`src/rtl/rsa_pkg.sv`:
```
// rtl/rsa_pkg.sv - shared constants and types for the modular-reduction datapath
//
// Purpose: operand widths, FSM state encoding and bit-counter sizing shared by
//          mod_reduce_32by16 and mod_csub.
package rsa_pkg;

    // Operand / modulus width; the product is twice as wide.
    localparam int WIDTH = 16;
    localparam int PW    = 2 * WIDTH;

    // Counter must be able to hold PW itself, hence the extra bit.
    localparam int CNT_W = $clog2(PW) + 1;

    // Counter value on the final shift/subtract step.
    localparam logic [CNT_W-1:0] CNT_LAST = CNT_W'(PW - 1);

    typedef enum logic [1:0] {
        ST_IDLE = 2'd0,
        ST_RUN  = 2'd1,
        ST_DONE = 2'd2
    } state_t;

endpackage

```
`src/rtl/mod_csub.sv`:
```
// rtl/mod_csub.sv - conditional subtract step of restoring modular reduction
//
// Purpose: given a partial remainder t (< 2n, WIDTH+1 bits) and modulus n,
//          returns t - n when t >= n, else t. The result always fits WIDTH bits.
// Ports:
//   t  in   WIDTH+1  shifted partial remainder
//   n  in   WIDTH    modulus
//   r  out  WIDTH    reduced remainder (< n)
module mod_csub
    import rsa_pkg::*;
(
    input  logic [WIDTH:0]   t,
    input  logic [WIDTH-1:0] n,
    output logic [WIDTH-1:0] r
);

    logic             ge;
    logic [WIDTH-1:0] diff;

    assign ge = (t >= {1'b0, n});

    // The true difference is < n when ge holds, so the low WIDTH bits of the
    // modular subtraction are exact and the carry-out can be dropped.
    assign diff = t[WIDTH-1:0] - n;

    assign r = ge ? diff : t[WIDTH-1:0];

endmodule

```
`src/rtl/mod_reduce_32by16.sv`:
```
// rtl/mod_reduce_32by16.sv - sequential 32-bit mod 16-bit remainder with valid/ready
//
// Purpose: computes r_out = p_in mod n_in by restoring shift/compare/subtract,
//          one product bit per clock (2*WIDTH clocks per operation). A zero
//          modulus completes immediately with err=1 and r_out=0.
// Ports:
//   clk        in   1        clock, all state on rising edge
//   rst        in   1        synchronous reset, active-high
//   p_in       in   2*WIDTH  product to reduce
//   n_in       in   WIDTH    modulus
//   in_valid   in   1        p_in/n_in valid
//   in_ready   out  1        block can accept (high only in IDLE)
//   r_out      out  WIDTH    remainder, held until the next result
//   err        out  1        modulus was zero (qualified by out_valid)
//   out_valid  out  1        r_out/err valid
//   out_ready  in   1        consumer accepts result
module mod_reduce_32by16
    import rsa_pkg::*;
(
    input  logic             clk,
    input  logic             rst,
    input  logic [PW-1:0]    p_in,
    input  logic [WIDTH-1:0] n_in,
    input  logic             in_valid,
    output logic             in_ready,
    output logic [WIDTH-1:0] r_out,
    output logic             err,
    output logic             out_valid,
    input  logic             out_ready
);

    state_t           state;
    logic [PW-1:0]    p_sh;
    logic [WIDTH-1:0] n_reg;
    logic [WIDTH-1:0] r_reg;
    logic [CNT_W-1:0] cnt;

    logic [WIDTH:0]   t;
    logic [WIDTH-1:0] r_next;

    // r_reg < n_reg always holds, so the top bit of the architectural
    // WIDTH+1-bit remainder is never set and is not stored.
    assign t = {r_reg, p_sh[PW-1]};

    mod_csub u_csub (
        .t (t),
        .n (n_reg),
        .r (r_next)
    );

    always_ff @(posedge clk) begin
        if (rst) begin
            state     <= ST_IDLE;
            in_ready  <= 1'b1;
            out_valid <= 1'b0;
            r_out     <= '0;
            err       <= 1'b0;
            cnt       <= '0;
            p_sh      <= '0;
            n_reg     <= '0;
            r_reg     <= '0;
        end else begin
            case (state)
                ST_IDLE: begin
                    if (in_valid) begin
                        p_sh     <= p_in;
                        n_reg    <= n_in;
                        r_reg    <= '0;
                        cnt      <= '0;
                        in_ready <= 1'b0;
                        if (n_in == '0) begin
                            // Division by zero: report immediately.
                            state     <= ST_DONE;
                            out_valid <= 1'b1;
                            r_out     <= '0;
                            err       <= 1'b1;
                        end else begin
                            state <= ST_RUN;
                            err   <= 1'b0;
                        end
                    end
                end

                ST_RUN: begin
                    p_sh  <= {p_sh[PW-2:0], 1'b0};
                    r_reg <= r_next;
                    cnt   <= cnt + 1'b1;
                    if (cnt == CNT_LAST) begin
                        // Present the final step's remainder on the same edge
                        // that raises out_valid.
                        state     <= ST_DONE;
                        out_valid <= 1'b1;
                        r_out     <= r_next;
                    end
                end

                ST_DONE: begin
                    if (out_ready) begin
                        state     <= ST_IDLE;
                        out_valid <= 1'b0;
                        in_ready  <= 1'b1;
                    end
                end

                default: begin
                    state     <= ST_IDLE;
                    out_valid <= 1'b0;
                    in_ready  <= 1'b1;
                end
            endcase
        end
    end

endmodule

```
`config.mk`:
```
export PLATFORM = sky130hd
export DESIGN_NAME = mod_reduce_32by16
export DESIGN_NICKNAME = d
export VERILOG_FILES = /design/src/rtl/rsa_pkg.sv /design/src/rtl/mod_csub.sv /design/src/rtl/mod_reduce_32by16.sv
export SDC_FILE = /design/constraint.sdc
export NUM_CORES = 1
export LEC_CHECK = 0
export CAP_MARGIN = 25
export CORE_MARGIN = 2
export CORE_UTILIZATION = 50
export CTS_CLUSTER_DIAMETER = 40
export DETAILED_ROUTE_END_ITERATION = 8
export MAX_ROUTING_LAYER = met4
export PLACE_DENSITY = 0.75
export SKIP_CTS_REPAIR_TIMING = 1
export SYNTH_ARGS = -nofsm -noshare
export SYNTH_HDL_FRONTEND = slang
export SYNTH_SLANG_ARGS = --single-unit
```
`constraint.sdc`:
```
create_clock -name clk -period 3.2 [get_ports clk]
set_clock_uncertainty 0.1 [all_clocks]
set_input_delay 0.32 -clock clk [delete_from_list [all_inputs] [get_ports clk]]
set_output_delay 0.32 -clock clk [all_outputs]
set_load 0.005 [all_outputs]
```
== Word level (Yosys, flattened, before mapping) ==
Cells that the tools add are included.

* Output and inout port bits: 19
* Word-level logic and storage cells: 54
* Input port bits: 52
* Register bits after elaboration: 91

* Order comparisons: 1
* $add $sub $neg: 2
* Bitwise operators: 1
* Reductions and logical operators: 9
* Eq/ne operators: 7
* Multiplexer cells: 25

{| class="wikitable"
|+ Operators with widths
! kind !! count
|-
| 2-to-1 mux 16 bit || 5
|-
| one-hot mux 16 bit (2 select lines) || 2
|-
| one-hot mux 32 bit (2 select lines) || 1
|-
| 2-to-1 mux 32 bit || 1
|-
| greater-or-equal comparator 17 x 16 -> 1 bit || 1
|-
| zero test 16 bit || 1
|-
| subtractor 16 bit || 1
|-
| one-hot mux 6 bit (2 select lines) || 1
|-
| 2-to-1 mux 2 bit || 4
|-
| != test 2 bit, second input constant || 4
|-
| AND reduction 4 bit || 2
|-
| 2-to-1 mux 1 bit || 7
|-
| adder 6 x 1 -> 6 bit, second input constant || 1
|-
| equality test 6 x 5 -> 1 bit, second input constant || 1
|-
| 2-to-1 mux 6 bit || 1
|-
| one-hot mux 1 bit (3 select lines) || 2
|-
| one-hot mux 2 bit (3 select lines) || 1
|-
| AND reduction 3 bit || 2
|-
| AND reduction 2 bit || 2
|-
| equality test 2 x 1 -> 1 bit, second input constant || 1
|-
| equality test 2 bit, second input constant || 1
|-
| zero test 2 bit || 1
|-
| nonzero test 2 bit || 1
|-
| inverter 1 bit || 1
|}

== Longest topological paths before layout ==
* Word-level depth: 4
* Gate-level depth with buffers: 11
* Mapped depth without buffers: 10

== Modules after synthesis ==
A second synthesis with hierarchy kept.

* Cell total of the unflattened synthesis: 555
* Area total of the unflattened synthesis: 4650.7 µm²

{| class="wikitable"
|+ By module, submodules not included
! module !! area each (µm²) !! cells each !! seq. area each (µm²) !! instances
|-
| mod_reduce_32by16 || 3527.1 || 410 || 1821.7 || 1
|-
| mod_csub || 1123.6 || 145 || 0.0 || 1
|}

== Worst setup path before layout ==
Ideal clock, no wire load.

* Kind: reg-to-reg
* Start: register n_reg[8]
* End: register r_out[8]
* Path slack: 0.732 ns
* Data required time: 2.983 ns
* Arrival: 2.251 ns
* Period minus slack after synthesis: 2.468 ns
* Path buffers: 1
* Stages on the path, launching flop included: 10
* Setup time: 0.117 ns
* Path through: dfxtp_1 > inv_1 > ha_1 > buf_2 > and3_1 > nand4_1 > or3_4 > a41oi_4 > mux2_2 > a22o_1

* Word-level cells in the longest chain between the ends: 4
* Elaborated cells between the ends (all ways): 5
* Those cells by class: add/sub (1); order compare (1); mux (3)

{| class="wikitable"
|+ Ends and longest elaborated chain
! what !! line !! text
|-
| start, declared || mod_reduce_32by16.sv:34 || <nowiki>logic [WIDTH-1:0] n_reg;</nowiki>
|-
| start signal, assigned || mod_reduce_32by16.sv:67 || <nowiki>n_reg <= n_in;</nowiki>
|-
| subtractor 16 bit / greater-or-equal comparator 17 x 16 -> 1 bit (equally long branches) || mod_csub.sv:24, mod_csub.sv:20 ||
|-
| 2-to-1 mux 16 bit * || mod_csub.sv:26 || <nowiki>assign r = ge ? diff : t[WIDTH-1:0];</nowiki>
|-
| 2-to-1 mux 16 bit * || mod_reduce_32by16.sv:88 || <nowiki>if (cnt == CNT_LAST) begin</nowiki>
|-
| one-hot mux 16 bit (2 select lines) * || mod_reduce_32by16.sv:63 || <nowiki>case (state)</nowiki>
|-
| end signal, assigned || mod_reduce_32by16.sv:93 || <nowiki>r_out <= r_next;</nowiki>
|-
| end, declared || mod_reduce_32by16.sv:26 || <nowiki>output logic [WIDTH-1:0] r_out,</nowiki>
|}

Mark *: on every way between the ends. The rest lies on a longest branch, timed or not. The select of a mux whose other input is x is not followed.
A chain may end at the register's enable or synchronous reset.

== Worst setup path in the final report ==
* Start: register n_reg[8]
* End: register r_out[3]

* Word-level cells in the longest chain between the ends: 4

{| class="wikitable"
|+ Ends and longest elaborated chain
! what !! line !! text
|-
| greater-or-equal comparator 17 x 16 -> 1 bit || mod_csub.sv:20 || <nowiki>assign ge = (t >= {1'b0, n});</nowiki>
|-
| 2-to-1 mux 16 bit || mod_csub.sv:26 ||
|-
| 2-to-1 mux 16 bit || mod_reduce_32by16.sv:88 ||
|-
| one-hot mux 16 bit (2 select lines) || mod_reduce_32by16.sv:63 ||
|}

No other way between the ends. The select of a mux whose other input is x is not followed.

==> results.md <==
* Status: completed
* Via count at 4176
* GR Overflow Total at 0
* Post-synth ARST share at 0%
* Least-Margin Pin Slew at 0.647 ns
* First-pass GRT wire length at 18200 um
* Post-Synth XOR/XNOR Area at 1.94%
* Post-synth EDFFs at 0
* Slew Viols, Final at 0
* Core area at 8720 um2
* Share of cells above drive strength 1 at 6.49%
* Netlist cell types at 53
* Initial antenna violation count at 0
* Relative slew slack at 56.9%
* Skew-Pair Late Insertion Delay at 0.36 ns
* YS warnings at 0
* Setup TNS at 0 ns
* Mapped cell area at 4510 um2
* Worst Setup End Kind: register
* CTS Sinks at 91
* Syn Area/Cell at 7.87 um2
* Worst EP required at 3.34 ns
* Post-synthesis sequential area ratio at 40.4%
* Die Y-Extent at 98.9 um
* Worst Hold Depth at 3
* Reg2Reg Depth at 9
* CTS tree: built
* ANT cells at 0
* Nets@finish at 697
* Clk pwr share at 18.0%
* Synth cell count leaders: nand2_1 (138), dfxtp_1 (91), nor2_1 (60), a311oi_1 (34), a21oi_1 (32)
* Site Rows at 34
* Mux share of post-synthesis cell area at 2.03%
* Die width at 98.9 um
* DRC at 0
* Top_reg_cell synth: dfxtp_1
* Synth Net Count at 643
* FMAX at 373 MHz
* Area contributors post-synth: dfxtp_1 (40%), nand2_1 (11%), a311oi_1 (6.6%), nor2_1 (5.0%), ha_1 (4.7%)
* Hold Crit Class: in -> reg
* Compound-Gate Fraction of Synth Area at 23.0%
* Fillers at 762
* VDD IR-drop max at 0.401 mV
* Vias in the first global route at 3873
* RSZ-0062 raised after global routing: no
* Drt first pass iters at 5
* Area Growth Syn to Fin at 21.3%
* CTS buffer count at 9
* P_int at 0.00263 W
* Worst Path Max Fanout at 9
* Comb pwr share at 51.8%
* Gpl congestion at 0.940
* Hold wc startpoint: rst
* Startpoint Class: register
* I/O pin cnt at 71
* Hpwl dp at 7900 um
* Starting Density at 51.7%
* Switching portion of total power at 40.6%
* Total track usage at 23.3%
* DRT iter0 DRCs at 274
* ANT nets after route at 0
* CP arrival at 2.82 ns
* Synthesized flop and latch total at 91
* Max FFs per register at 32
* Worst reg2reg setup slack at 0.52 ns
* Crit Reg-Reg Endpoint: r_out[3]
* Largest family of logic cells by synthesized area: compound AO/OA/AOI/OAI gates
* Crit path kind: reg -> reg
* CTS H-tree lvls at 3
* Final setup viols at 0
* FF-to-FF Start: n_reg[8]
* Cell Area, Placed at 5270 um2
* Sequential share of power at 30.1%
* Die area at 9790 um2
* Area leader, netlist: dfxtp_1
* CTS Buffer Depth at 2
* Vias per std cell at 5.64
* Synth Area in Simple Gates at 22.3%
* Max cap viols at 0
* Port Buffer Count at 70
* Largest net degree at the start of global routing at 63
* Reg clk slew, reported paths at 0.10 ns
* Tmin final at 2.68 ns
* Synth Instances at 573
* Hold EP: r_reg[8]
* Post-Synth Adder-Cell Area at 5.16%
* WL/cell at 14.9 um
* Most frequent cell after synthesis: nand2_1
* Routed WL at 11000 um
* Sw Pwr at 0.00180 W
* Yosys top cell area share at 40.4%
* Final period util at 83.7%
* Final Cell Area at 5470 um2
* Largest Register: p_sh
* Cell Pwr Density at 811 nW/um2
* Root Driver: clkbuf_8
* Final Hold Vio Count at 0
* Static leakage at 2.11 nW
==> routing by layer <==
layer  GRT usage [%]  vias to the layer above  wire length (um)
met5               -                        -                 0
met4            7.38                        0               112
met3            2.70                       12               489
met2            35.2                      111              5120
met1            32.8                     1939              5280
li1                -                     2114                 -
==> how the worst max path moves through the flow <==
stage / start / endpoint / slack, ns / depth (start not counted)
after CTS: n_reg[8] / r_out[2] / 0.53 / 9
final: n_reg[8] / r_out[3] / 0.52 / 9
after floorplan: n_reg[8] / r_out[8] / 0.73 / 9
after global placement: n_reg[8] / r_out[6] / 0.61 / 9
after global routing: n_reg[1] / r_out[13] / 0.32 / 9
after detailed placement: n_reg[8] / r_out[3] / 0.57 / 9
==> critical path, stage by stage (launching register included) <==
cell     delay (ns)
dfxtp_1        0.34
inv_1          0.05
ha_1           0.40
and3_1         0.22
nand4_1        0.12
or3_4          0.40
a41oi_4        0.30
buf_4          0.27
mux2i_1        0.26
o21ai_1        0.10
==> cell families after synthesis <==
logic type,after synthesis
AO/OA/AOI/OAI,146
XOR/XNOR,10
adder cells (fa/ha/maj),18
buffers and inverters,57
flip-flops,91
multiplexers,9
AND/OR/NAND/NOR,242
==> placed cells by master, fill, tap and decap left out, drive strengths merged, types with 4 or more instances in the layout <==
cell / instances
dfxtp: 91
buf: 11
nor2b: 7
inv: 21
nor4: 4
o21ai: 31
mux2i: 8
a31oi: 6
nand2: 138
nor3: 7
a311oi: 34
xor2: 5
clkdlybuf4s50: 69
nand3: 9
nor2: 60
a22o: 10
a21oi: 35
clkbuf: 11
xnor2: 5
nand2b: 5
ha: 17
a21o: 5
==> area by class of cell <==
cell class	instances	area [um2]	share of cell area, %
clock inverters	5	61.3	1.12
multi-input cells	425	2460	45.0
well taps	108	135	2.47
inverters	20	75.1	1.37
repair buffers	80	771	14.1
clock buffers	11	141	2.59
flip-flops and latches	91	1820	33.3
==> per-stage QoR <==
step                      setup slack [ns]  utilization, %  instances  hold WS [ns]  power (W)
after floorplan                      0.732               -        573         0.336    0.00321
after global placement               0.608            60.4        724         0.335    0.00358
after detailed placement             0.566            60.4        724         0.343    0.00363
after CTS                            0.531            62.7        740         0.312    0.00442
after global routing                 0.318            62.7        740         0.330    0.00474
final                                0.522            62.7        740         0.317    0.00444
==> power by group through the flow <==
stage | clock network [W] | registers [W] | logic, W
3_3_place_gp | 0 | 0.00136 | 0.00222
6_report | 0.000799 | 0.00134 | 0.00230
4_1_cts | 0.000813 | 0.00134 | 0.00228
5_1_grt | 0.000855 | 0.00135 | 0.00253
3_5_place_dp | 0 | 0.00136 | 0.00227
2_1_floorplan | 0 | 0.00133 | 0.00187
No activity file was read; power rests on OpenSTA's default activity.
